### config.mk
export PLATFORM = sky130hd
export DESIGN_NAME = mem_port_arbiter
export DESIGN_NICKNAME = d
export VERILOG_FILES = /design/src/rtl/mem_port_arbiter.sv
export SDC_FILE = /design/constraint.sdc
export NUM_CORES = 1
export LEC_CHECK = 0
export BUFFER_PORTS_ARGS = -buffer_cell sky130_fd_sc_hd__buf_2
export CORE_AREA = 2 2 212 214
export DETAILED_ROUTE_END_ITERATION = 8
export DIE_AREA = 0 0 214 216
export GPL_TIMING_DRIVEN = 0
export PLACE_DENSITY_LB_ADDON = 0.15
export SYNTH_ARGS = -nofsm -noshare
export SYNTH_HDL_FRONTEND = slang
export SYNTH_SLANG_ARGS = --single-unit
### constraint.sdc
create_clock -name clk -period 5.1 [get_ports clk]
set_input_delay 0.765 -clock clk [delete_from_list [all_inputs] [get_ports clk]]
set_output_delay 0.765 -clock clk [all_outputs]
set_load 0.03 [all_outputs]
### src/rtl/mem_port_arbiter.sv
// Memory port arbiter: shares one bus port between fetch and LSU.
// LSU has priority; a starvation guard forces fetch through periodically.
module mem_port_arbiter #(
  parameter int ADDR_W       = 64,
  parameter int DATA_W       = 64,
  parameter int STARVE_LIMIT = 4,
  parameter int TIMEOUT      = 255
) (
  input  logic                clk,
  input  logic                rst,
  input  logic                if_req,
  input  logic [ADDR_W-1:0]   if_addr,
  input  logic                if_flush,
  output logic                if_gnt,
  output logic                if_rvalid,
  output logic [DATA_W-1:0]   if_rdata,
  output logic                if_err,
  input  logic                lsu_req,
  input  logic [ADDR_W-1:0]   lsu_addr,
  input  logic                lsu_wen,
  input  logic [DATA_W-1:0]   lsu_wdata,
  input  logic [DATA_W/8-1:0] lsu_wmask,
  output logic                lsu_gnt,
  output logic                lsu_rvalid,
  output logic [DATA_W-1:0]   lsu_rdata,
  output logic                lsu_err,
  output logic                bus_valid,
  output logic [ADDR_W-1:0]   bus_addr,
  output logic                bus_wen,
  output logic [DATA_W-1:0]   bus_wdata,
  output logic [DATA_W/8-1:0] bus_wmask,
  input  logic                bus_ready,
  input  logic                bus_rvalid,
  input  logic [DATA_W-1:0]   bus_rdata,
  input  logic                bus_err
);

  localparam int MW = DATA_W / 8;
  localparam int SW = $clog2(STARVE_LIMIT + 1);
  localparam logic [SW-1:0] STARVE_MAX = SW'(STARVE_LIMIT);
  localparam logic [7:0]    TMO_MAX    = 8'(TIMEOUT);

  typedef enum logic [1:0] {
    IDLE = 2'd0,
    REQ  = 2'd1,
    RESP = 2'd2
  } state_e;

  state_e            state_q;
  logic              owner_if_q;
  logic              flushed_q;
  logic [SW-1:0]     starve_q;
  logic [7:0]        tmo_q;
  logic              bus_valid_q;
  logic [ADDR_W-1:0] bus_addr_q;
  logic              bus_wen_q;
  logic [DATA_W-1:0] bus_wdata_q;
  logic [MW-1:0]     bus_wmask_q;

  logic              pick_if;
  logic              in_idle;
  logic              tmo_hit;
  logic              done;
  logic [DATA_W-1:0] resp_data;
  logic              resp_err;

  // Fetch wins only when LSU is absent or LSU has starved it long enough.
  assign pick_if = if_req & (~lsu_req | (starve_q == STARVE_MAX));
  assign in_idle = ~rst & (state_q == IDLE);
  assign if_gnt  = in_idle & pick_if;
  assign lsu_gnt = in_idle & lsu_req & ~pick_if;

  assign tmo_hit   = (tmo_q == TMO_MAX);
  assign done      = ~rst & (state_q == RESP) & (bus_rvalid | tmo_hit);
  assign resp_data = bus_rvalid ? bus_rdata : '0;
  assign resp_err  = bus_rvalid ? bus_err : 1'b1;

  assign if_rvalid  = done & owner_if_q & ~flushed_q & ~if_flush;
  assign lsu_rvalid = done & ~owner_if_q;
  assign if_rdata   = if_rvalid ? resp_data : '0;
  assign if_err     = if_rvalid & resp_err;
  assign lsu_rdata  = lsu_rvalid ? resp_data : '0;
  assign lsu_err    = lsu_rvalid & resp_err;

  assign bus_valid = bus_valid_q;
  assign bus_addr  = bus_addr_q;
  assign bus_wen   = bus_wen_q;
  assign bus_wdata = bus_wdata_q;
  assign bus_wmask = bus_wmask_q;

  always_ff @(posedge clk) begin
    if (rst) begin
      state_q     <= IDLE;
      owner_if_q  <= 1'b0;
      flushed_q   <= 1'b0;
      starve_q    <= '0;
      tmo_q       <= '0;
      bus_valid_q <= 1'b0;
      bus_addr_q  <= '0;
      bus_wen_q   <= 1'b0;
      bus_wdata_q <= '0;
      bus_wmask_q <= '0;
    end else begin
      unique case (state_q)
        IDLE: begin
          if (if_req | lsu_req) begin
            state_q     <= REQ;
            bus_valid_q <= 1'b1;
            owner_if_q  <= pick_if;
            flushed_q   <= pick_if & if_flush;
            if (pick_if) begin
              bus_addr_q  <= if_addr;
              bus_wen_q   <= 1'b0;
              bus_wdata_q <= '0;
              bus_wmask_q <= '0;
              starve_q    <= '0;
            end else begin
              bus_addr_q  <= lsu_addr;
              bus_wen_q   <= lsu_wen;
              bus_wdata_q <= lsu_wdata;
              bus_wmask_q <= lsu_wmask;
              if (if_req && starve_q != STARVE_MAX)
                starve_q <= starve_q + 1'b1;
            end
          end
        end
        REQ: begin
          if (if_flush & owner_if_q)
            flushed_q <= 1'b1;
          if (bus_ready) begin
            state_q     <= RESP;
            bus_valid_q <= 1'b0;
            tmo_q       <= '0;
          end
        end
        RESP: begin
          if (if_flush & owner_if_q)
            flushed_q <= 1'b1;
          if (bus_rvalid | tmo_hit) begin
            state_q   <= IDLE;
            flushed_q <= 1'b0;
          end else begin
            tmo_q <= tmo_q + 8'd1;
          end
        end
        default: state_q <= IDLE;
      endcase
    end
  end

endmodule

After elaboration in Yosys (flattened, before gate mapping)
Cells that the tools add are included.
{ "totals": {"out_inout_bits": 272, "regBits": 153} }
{ "classes": {"bitwise": 24, "n_addsub": 2, "muxes": 24, "n_eq_ne": 9, "reduce_logical": 12} }
{ "ops": {"columns": ["cell", "count"], "rows": [
  ["64-bit 2-to-1 mux", 5],
  ["8-bit 2-to-1 mux", 3],
  ["8-bit case mux with 2 select lines", 1],
  ["1-bit bitwise AND", 15],
  ["3-bit AND reduction", 4],
  ["8-bit by 1-bit adder with 8-bit output (second input constant)", 1],
  ["8-bit == test (second input constant)", 1],
  ["1-bit 2-to-1 mux", 7],
  ["2-bit 2-to-1 mux", 3],
  ["3-bit 2-to-1 mux", 2],
  ["1-bit inverter", 6],
  ["2-bit case mux with 3 select lines", 1],
  ["2-bit nonzero test", 3],
  ["2-bit by 1-bit inequality test with 1-bit output (second input constant)", 2],
  ["2-bit inequality test (second input constant)", 2],
  ["2-bit AND reduction", 2],
  ["3-bit by 1-bit adder with 3-bit output (second input constant)", 1],
  ["3-bit == test (second input constant)", 1],
  ["3-bit inequality test (second input constant)", 1],
  ["1-bit OR", 3],
  ["1-bit case mux with 3 select lines", 1],
  ["3-bit nonzero test", 1],
  ["2-bit by 1-bit == test with 1-bit output (second input constant)", 1],
  ["2-bit == test (second input constant)", 1],
  ["other kinds (3)", 3]
]} }

Longest topological paths before layout
Gate-level depths: netlist of the first run.
{ "logic_depth": {"depth_word": 7, "mapped_depth": 9, "mapped_depth_nobuf": 6} }

Least setup slack after synthesis of the first run
No wires, ideal clock.
{ "synth_path": {"kind": "input to output", "from": "input lsu_req", "to": "output if_gnt", "arrival_time_ns": 2.113, "setup_slack_ns": 2.222, "stages": 5, "cell_sequence": "a21bo_2 nand2_1 buf_2 buf_2 nor3b_1"} }
{ "synth_via": {"elab_chain_cells": 4} }
{ "synth_rtl": {"columns": ["element", "line_no", "text"], "rows": [
  ["start: declaration", "18", "input logic lsu_req,"],
  ["1-bit inverter", "68", "assign pick_if = if_req & (~lsu_req | (starve_q == STARVE_MAX));"],
  ["1-bit OR", "68", null],
  ["1-bit bitwise AND", "68", null],
  ["1-bit bitwise AND", "70", "assign if_gnt = in_idle & pick_if;"],
  ["end: declaration", "14", "output logic if_gnt,"]
]} }
Every way passes these cells.

Final worst setup path of the first run
{ "layout_path": {"from": "register tmo_q[0]", "to": "output lsu_rdata[31]"} }
{ "layout_via": {"elab_chain_cells": 5} }
{ "layout_rtl": {"columns": ["element", "line_no", "text"], "rows": [
  ["start: declaration", "53", "logic [7:0] tmo_q;"],
  ["start signal: assignment", "143", "tmo_q <= tmo_q + 8'd1;"],
  ["8-bit == test", "73", "assign tmo_hit = (tmo_q == TMO_MAX);"],
  ["1-bit OR", "74", "assign done = ~rst & (state_q == RESP) & (bus_rvalid | tmo_hit);"],
  ["1-bit bitwise AND", "74", null],
  ["1-bit bitwise AND", "79", "assign lsu_rvalid = done & ~owner_if_q;"],
  ["64-bit 2-to-1 mux", "82", "assign lsu_rdata = lsu_rvalid ? resp_data : '0;"],
  ["end: declaration", "25", "output logic [DATA_W-1:0] lsu_rdata,"]
]} }
Every way passes these cells.

==> metrics, run 1 <==
status=finished clean; final RePlAce weighted congestion=0.918; Synth Net Count=1,308; Synth top area share=0.426; Crit. End Element=output port; final core occ=0.256; post-CTS resize count=0; sequential share of the synthesized area=0.426; Ys Warns=0; Sw Share=0.432; post-CTS setup buffers=0; cell mode on critical path=clkbuf_1; syn_area_per_cell=7.00 µm²; worst-case clock buffer depth=2; top post-synthesis cells by area=dfxtp_1 (43%), nand2_1 (14%), nor2_1 (11%); area leader, netlist=dfxtp_1; clock-pin slew on the worst setup and hold paths=70 ps; CTS root buffer=clkbuf_16; Worst Setup SP=tmo_q[0]; leakage power=5.54 nW; Worst R2R Start=state_q[0]; H-tree depth=4; initial cell density of the core=0.164; Die ar.=46,200 µm²; CP peak stage delay=550 ps; Sink Count=153; # placed instances=2,163; Worst VDD drop=0.239 mV; TNS Setup=0 ps; Final min period=3950 ps; power share of the sequential group=0.339; Vert. Die Dim=216 µm; I/O Buffers=543; DPL Wire Length=32.2 mm; Detailed Route WL=39.9 mm; vias in the first global route=9,549; Hold Buf Count CTS=0; Area Overhead vs Synth=56.0%; 1st-pass router iterations=4; layout net count=1,870; gr ovfl total=0; first-pass GRT wire length=58.3 mm; Max-slew headroom=0.437; Startpoint Class=flip-flop; clk_lat worst skew=450 ps; # DRC=0; Clk pwr share=0.278; Final Skew=13.2 ps; synth unique cells=45; Async SR Flop Fraction=0; FILL cells=5,022; post-DR vias/cell=4.20; CTS Buf Count=17; register bit total from synthesis=153; crit share post-route=0.775; Worst Max-Slew Pin Slew=845 ps; dominant synthesized flop cell=dfxtp_1; Design Power=4.51 mW; layout cells sized above 1=0.384; GRT Total Usage=0.167; slowest CP cell=nor2_1; Hold Crit Start=bus_wdata[30]; Comb pwr share=0.383; routed vias=9,240; post-synth design cell area=7200 µm²; critical path class=reg -> out; worst endpoint data arrival time=3190 ps; internal power=2.56 mW; critical path cell sequence=ha_1 -> nand3_1 -> o21bai_1 -> nand4bb_1 -> clkbuf_1 -> clkbuf_1 -> nor2_1 -> buf_2; max-slew violation count=0; CP max FO=10; P_sw=1.95 mW; HP Class=reg -> reg; io pins=545; WP data required=4340 ps; overall die width=214 µm; DR iter-0 viols=397; CTS tree=built; Mapped Cells=1,028; Detail Route Antenna Nets=0; Cell Count, Final, Fillers Out=2,202; Final setup violation count=0; number of flops mapped to enable cells by yosys=0; core footprint=43,800 µm²; FP Rows=77; fmax=253 MHz; RSZ-0062 raised after global routing=false; largest net degree at the start of global routing=17; max-cap violations=0; Pwr Density=402 nW/µm²; Final Hold Vio Count=0; post-DR wirelength/cell=18.1 µm; antenna violations before repair=9
==> stage by stage <==
| step | setup WS (ps) | hold WS (ps) | area, µm² |
|---|---|---|---|
| floorplan | 2220 | 449 | 7200 |
| global placement | 1530 | 436 | 10700 |
| detailed placement | 1470 | 440 | 10700 |
| CTS | 1110 | 450 | 11200 |
| global route | 946 | 467 | 11200 |
| finish | 1150 | 448 | 11200 |
==> layer usage <==
| metal | track usage | share of wire |
|---|---|---|
| met1 | 0.171 | 0.37 |
| met3 | 0.0381 | 0.054 |
| met2 | 0.322 | 0.53 |
| met5 | 0 | 0.00050 |
| met4 | 0.0774 | 0.040 |
==> power by group through the flow <==
stage | logic, mW | registers [mW] | clock network [mW]
5_1_grt | 1.88 | 1.56 | 1.36
6_report | 1.73 | 1.53 | 1.25
3_3_place_gp | 1.76 | 1.55 | 0
3_5_place_dp | 1.76 | 1.56 | 0
4_1_cts | 1.76 | 1.53 | 1.31
2_1_floorplan | 0.678 | 1.97 | 0
==> Yosys cell counts (2+ instances only) <==
master / instances
o21bai_1: 2
inv_1: 9
clkbuf_1: 61
nor2b_1: 2
buf_1: 2
buf_4: 8
nand3_1: 77
nand4_1: 3
dfxtp_1: 153
nand2_1: 277
a2111o_1: 3
nand2b_1: 5
and3_1: 2
ha_1: 7
nand3b_1: 2
o21ai_0: 8
nor2_1: 203
a21oi_1: 85
a311oi_1: 66
nor3b_1: 3
buf_2: 24
or3_1: 3
==> flip-flops by register name, summed over array words and instances (netlist names) <==
signal and flops:
starve_q 3, owner_if_q 1, bus_wen 1, tmo_q 8, state_q 2, bus_wmask 8, bus_wdata 64, bus_addr 64
bus_valid 1, flushed_q 1
==> final cells by class <==
cell class                 instances  area (µm²)  area share
buffer                            97         433      0.0386
sequential                       153        3060       0.273
multi-input combinational        769        3670       0.327
tap                              592         741      0.0660
clock inverter                    15         130      0.0116
timing repair buffer             543        2720       0.242
clock buffer                      17         425      0.0379
inverter                           9        33.8     0.00301
antenna                            7        17.5     0.00156
==> critical path, delay by kind of cell, from the launching register on <==
kind                       cells  cell delay [ps]
buffers and inverters          3              990
and+or+nand+nor                3              930
DFF                            1              370
AOI/OAI and AO/OA              1              250
adders and majority gates      1              190
==> worst paths after layout <==
| kind | endpoint | cells after the start | slack, ps |
|---|---|---|---|
| worst max-delay path | lsu_rdata[31] | 8 | 1150 |
| worst min-delay path | bus_wdata[30] | 2 | 450 |
| worst max register to register | bus_wdata[57] | 9 | 2760 |
| worst min register to register | bus_wdata[30] | 2 | 450 |
==> cell usage in the layout, fill, tap and decap left out, drive strengths merged, types with 2 or more instances in the layout <==
cell type,n
buf,578
nand2,277
nor2,203
dfxtp,153
a21oi,85
clkbuf,79
nand3,77
a311oi,66
inv,18
o21ai,9
diode,7
ha,7
nand2b,5
clkinv,5
or3,4
nand4,3
nor3b,3
a2111o,3
o21bai,2
nor2b,2
nand3b,2
and3,2
==> kinds of logic after synthesis <==
kind of cell,Yosys count,share of synthesized area
simple gates,587,0.334
compound gates,175,0.164
flops,153,0.426
buf+inv,106,0.0649
fa+ha+maj,7,0.0122
(Power assumes the default switching activity.)
==> inputs of run 2 (changes only) <==
--- a/config.mk
+++ b/config.mk
@@ -6,9 +6,9 @@
 export NUM_CORES = 1
 export LEC_CHECK = 0
 export BUFFER_PORTS_ARGS = -buffer_cell sky130_fd_sc_hd__buf_2
-export CORE_AREA = 2 2 212 214
+export CORE_AREA = 2 2 214 216
 export DETAILED_ROUTE_END_ITERATION = 8
-export DIE_AREA = 0 0 214 216
+export DIE_AREA = 0 0 216 218
 export GPL_TIMING_DRIVEN = 0
 export PLACE_DENSITY_LB_ADDON = 0.15
 export SYNTH_ARGS = -nofsm -noshare
==> constraint.sdc (replaced) <==
create_clock -name clk -period 3.2 [get_ports clk]
set_input_delay 0.48 -clock clk [delete_from_list [all_inputs] [get_ports clk]]
set_output_delay 0.48 -clock clk [all_outputs]
set_load 0.03 [all_outputs]
==> run 2 against run 1 <==
Compared with the run above: total power grew 63%; clock-buffer cell count grew 1; critical path depth is the same; largest power group unchanged; sequential share of layout area shrank 0.24 points; largest cell class unchanged; critical endpoint is now lsu_rdata[32]; combinational power grew 60%; first-iteration DRC count grew 4.8%; utilization shrank 0.38 points.
==> metrics, run 2 (synthesis gave the netlist of run 1 again) <==
layout net count=1,871; # DRC=0; Worst Reg-to-Reg Cells=9; layout cells sized above 1=0.391; max-slew violation count=0; Detailed Route WL=39.8 mm; CTS root buffer=clkbuf_16; WP data required=2720 ps; vias in the first global route=9,413; CTS tree=built; initial cell density of the core=0.160; commonest non-fill, non-tap cell in the layout=buf_2; Final Hold Slack=288 ps; RSZ-0062 raised after global routing=false; fmax=329 MHz; status=finished clean; first-pass GRT wire length=56.7 mm; io pins=545; max-cap violations=0; worst-case clock buffer depth=2; Hold Path Sink=bus_wdata[49]; Hold Buf Count CTS=0; I/O Buffers=543; clk_lat worst skew=440 ps; Final setup violation count=0; HP Class=in -> reg; post-DR vias/cell=4.20; core footprint=44,900 µm²; clock-pin slew on the worst setup and hold paths=70 ps; post-DR wirelength/cell=18.0 µm; CP max FO=10; Worst VDD drop=0.351 mV; gr ovfl total=0; Final Skew=7.49 ps; final core occ=0.252; worst endpoint data arrival time=2560 ps; antenna violations before repair=6; R2R Setup Slk=870 ps; overall die width=216 µm; Max-slew headroom=0.504; DR iter-0 viols=416; Detail Route Antenna Nets=0; FP Rows=78; routed vias=9,293; Die ar.=47,100 µm²; critical path class=reg -> out; FILL cells=5,154; Worst R2R Start=state_q[0]; crit share post-route=0.949; H-tree depth=4; Vert. Die Dim=218 µm; final RePlAce weighted congestion=0.901; Hold Crit Start=lsu_wdata[49]; Sink Count=153; Final min period=3040 ps; CTS Buf Count=17; reg-to-reg endpoint=bus_wdata[57]; Pwr Density=649 nW/µm²; largest net degree at the start of global routing=17; TNS Setup=0 ps; Final Hold Vio Count=0; GRT Total Usage=0.161; commonest cells after routing, fill and taps aside=buf_2 (570), nand2_1 (277), nor2_1 (198), dfxtp_1 (153), a21oi_1 (85); Crit. End Element=output port; DPL Wire Length=32.1 mm; 1st-pass router iterations=5; Min-Delay Path Depth=3; leakage power=5.58 nW; Worst Max-Slew Pin Slew=744 ps; Area Overhead vs Synth=57.4%; Startpoint Class=flip-flop
[run 2: cell type report]
type	count	area, µm²	area share
multi-input cells	769	3690	0.326
diodes	6	15.0	0.00133
repair buffers	544	2730	0.241
inverters	9	33.8	0.00298
clock buffers	18	429	0.0379
well taps	600	751	0.0663
clock inverters	14	178	0.0157
flip-flops and latches	153	3060	0.270
plain buffers	97	440	0.0389
[run 2: critical path: stages (launching register included)]
cell	delay [ps]
dfxtp_1	370
ha_1	200
nand3_1	140
o21bai_1	230
nand4bb_1	210
buf_2	260
buf_2	250
nor2_2	220
buf_2	230
[run 2: layer usage]
layer  vias up  wire length (µm)  global-route usage
met5         -                12                   0
met4         2              1770              0.0890
met3        60              2110              0.0318
met2       380             21200               0.305
met1      4256             14800               0.166
li1       4595                 -                   -
[run 2: repair_timing]
item,4_1_cts,5_1_grt
pin swaps,0,1
gates resized for setup,13,5
cloned,0,0
buffers inserted,0,1
setup endpoints to repair,32,42
[run 2: power breakdown]
group	switching [mW]	total, mW	internal [mW]
clock network	0.972	2.16	1.19
logic	1.96	2.76	0.801
registers	0.173	2.43	2.26
[run 2: how the worst max path moves through the flow]
stage / slack, ps / depth (start not counted) / start / end
2_1_floorplan: 890 / 5 / lsu_req / if_gnt
3_3_place_gp: 140 / 8 / tmo_q[0] / lsu_rdata[33]
3_5_place_dp: 170 / 8 / tmo_q[0] / lsu_rdata[33]
4_1_cts: -6 / 8 / tmo_q[0] / lsu_rdata[32]
5_1_grt: 10 / 8 / tmo_q[0] / lsu_rdata[57]
6_report: 160 / 8 / tmo_q[0] / lsu_rdata[32]
[run 2: per-stage QoR]
step	cells	power (mW)	setup WS, ps	area (µm²)
floorplan	1028	4.22	892	7200
global placement	2171	5.28	136	10700
detailed placement	2171	5.29	171	10700
CTS	2203	7.52	-5.88	11300
global route	2209	7.82	9.58	11300
finish	2210	7.35	163	11300
==> inputs of run 3 (changes only) <==
--- a/config.mk
+++ b/config.mk
@@ -6,10 +6,13 @@
 export NUM_CORES = 1
 export LEC_CHECK = 0
 export BUFFER_PORTS_ARGS = -buffer_cell sky130_fd_sc_hd__buf_2
-export CORE_AREA = 2 2 214 216
+export CELL_PAD_IN_SITES_DETAIL_PLACEMENT = 0
+export CELL_PAD_IN_SITES_GLOBAL_PLACEMENT = 1
+export CORE_AREA = 2 2 215 217
 export DETAILED_ROUTE_END_ITERATION = 8
-export DIE_AREA = 0 0 216 218
+export DIE_AREA = 0 0 217 219
 export GPL_TIMING_DRIVEN = 0
+export MAX_ROUTING_LAYER = met4
 export PLACE_DENSITY_LB_ADDON = 0.15
 export SYNTH_ARGS = -nofsm -noshare
 export SYNTH_HDL_FRONTEND = slang
==> run 3 against run 2 <==
Compared with the run above: sequential share of layout area about the same; clock-buffer cell count increased by 4; via count about the same; largest power group unchanged.
==> metrics, run 3 (synthesis gave the netlist of run 1 again) <==
status=finished clean; gr ovfl total=0; clk_lat worst skew=450 ps; R2R Setup Slk=870 ps; layout cells sized above 1=0.394; Final Hold Vio Count=0; leakage power=5.58 nW; TNS Setup=0 ps; FF+latch area=3060 µm²; final RePlAce weighted congestion=0.841; Crit. End Element=output port; Max-slew headroom=0.543; Hold Buf Count CTS=0; antenna violations before repair=8; first-pass GRT wire length=56.3 mm; CTS Buf Count=17; critical path class=reg -> out; I/O Buffers=543; worst-case clock buffer depth=2; CP max FO=10; initial cell density of the core=0.160; H-tree depth=4; CP top delay family=simple AND/OR/NAND/NOR gates; area of the multi-input gates=3690 µm²; # DRC=0; CTS tree=built; post-DR wirelength/cell=17.7 µm; Hold Crit Start=lsu_wmask[5]; slowest CP cell=dfxtp_1; post-DR vias/cell=4.20; max-cap violations=0; CTS root buffer=clkbuf_16; Hold Path Sink=bus_wmask[5]; Worst R2R Start=state_q[0]; io pins=545; post-CTS setup buffers=0; FP Rows=78; Worst VDD drop=0.354 mV; largest net degree at the start of global routing=17; commonest cells after routing, fill and taps aside=buf_2 (569), nand2_1 (277), nor2_1 (197), dfxtp_1 (153), a21oi_1 (85); Die ar.=47,500 µm²; fmax=336 MHz; Pwr Density=650 nW/µm²; clock-pin slew on the worst setup and hold paths=70 ps; Min-Delay Path Depth=3; 1st-pass router iterations=5; placed inst area=10,700 µm²; Worst Setup SP=tmo_q[0]; Area Overhead vs Synth=57.6%; Final Skew=8.52 ps; Final min period=2980 ps; WP data required=2720 ps; worst endpoint data arrival time=2500 ps; crit share post-route=0.931; Vert. Die Dim=219 µm; Detail Route Antenna Nets=0; vias in the first global route=9,370; CP peak stage delay=370 ps; Worst Reg-to-Reg Cells=9; core footprint=45,100 µm²; reg-to-reg endpoint=bus_wdata[56]; Worst Max-Slew Pin Slew=685 ps; critical path cell sequence=ha_1 -> nand3_1 -> o21bai_1 -> nand4bb_1 -> clkbuf_1 -> nor2_2 -> buf_2; Detailed Route WL=39.1 mm; routed vias=9,288; DR iter-0 viols=416; overall die width=217 µm; RSZ-0062 raised after global routing=false; GRT Total Usage=0.162; layout net count=1,870; CP Buf/Inv Count=2; DPL Wire Length=31.4 mm; FILL cells=5,234; Startpoint Class=flip-flop; post-route design area=11,300 µm²; max-slew violation count=0; HP Class=in -> reg; Sink Count=153; Final setup violation count=0; commonest non-fill, non-tap cell in the layout=buf_2
[run 3: what timing repair did]
action | in CTS | in global routing
endpoints found under the setup margin | 24 | 57
gates cloned | 0 | 0
resized for setup | 9 | 21
pin swaps | 0 | 0
[run 3: layout make-up]
cell class	instances	area share
buffer	97	0.0399
timing repair buffer	543	0.240
sequential	153	0.270
antenna	8	0.00177
inverter	9	0.00298
multi-input combinational	769	0.325
clock inverter	10	0.0124
clock buffer	22	0.0418
tap	600	0.0662
[run 3: tightest hold or removal path, delay by kind of cell]
family                 cells  cell delay, ps
buffers and inverters      1             100
and+or+nand+nor            1              50
AOI/OAI and AO/OA          1              50
[run 3: worst max path at each step]
stage                         end  slack [ps]  depth (start not counted)
CTS                 lsu_rdata[17]          20                          7
finish              lsu_rdata[17]         220                          7
global placement     if_rdata[53]         140                          7
detailed placement   if_rdata[53]         120                          7
global route         if_rdata[29]           9                          8
floorplan                  if_gnt         890                          5
[run 3: report_power, final]
| part | internal, mW | switching [mW] | total [mW] |
|---|---|---|---|
| registers | 2.26 | 0.180 | 2.44 |
| clock network | 1.29 | 0.882 | 2.17 |
| logic | 0.800 | 1.96 | 2.76 |
[run 3: metal layers]
layer / routed length, µm / vias up / track usage
li1: - / 4589 / -
met1: 15500 / 4291 / 0.171
met2: 20300 / 361 / 0.294
met3: 2050 / 47 / 0.0309
met4: 1220 / 0 / 0.0737
met5: 0 / - / -
[run 3: through the flow]
stage | util | cells | setup WS, ps | total power, mW | hold WS (ps)
4_1_cts | 0.251 | 2203 | 16.5 | 7.51 | 251
3_5_place_dp | 0.237 | 2171 | 116 | 5.29 | 440
5_1_grt | 0.251 | 2211 | 9.20 | 7.82 | 264
6_report | 0.251 | 2211 | 220 | 7.37 | 283
2_1_floorplan | - | 1028 | 892 | 4.22 | 449
3_3_place_gp | 0.237 | 2171 | 141 | 5.29 | 435
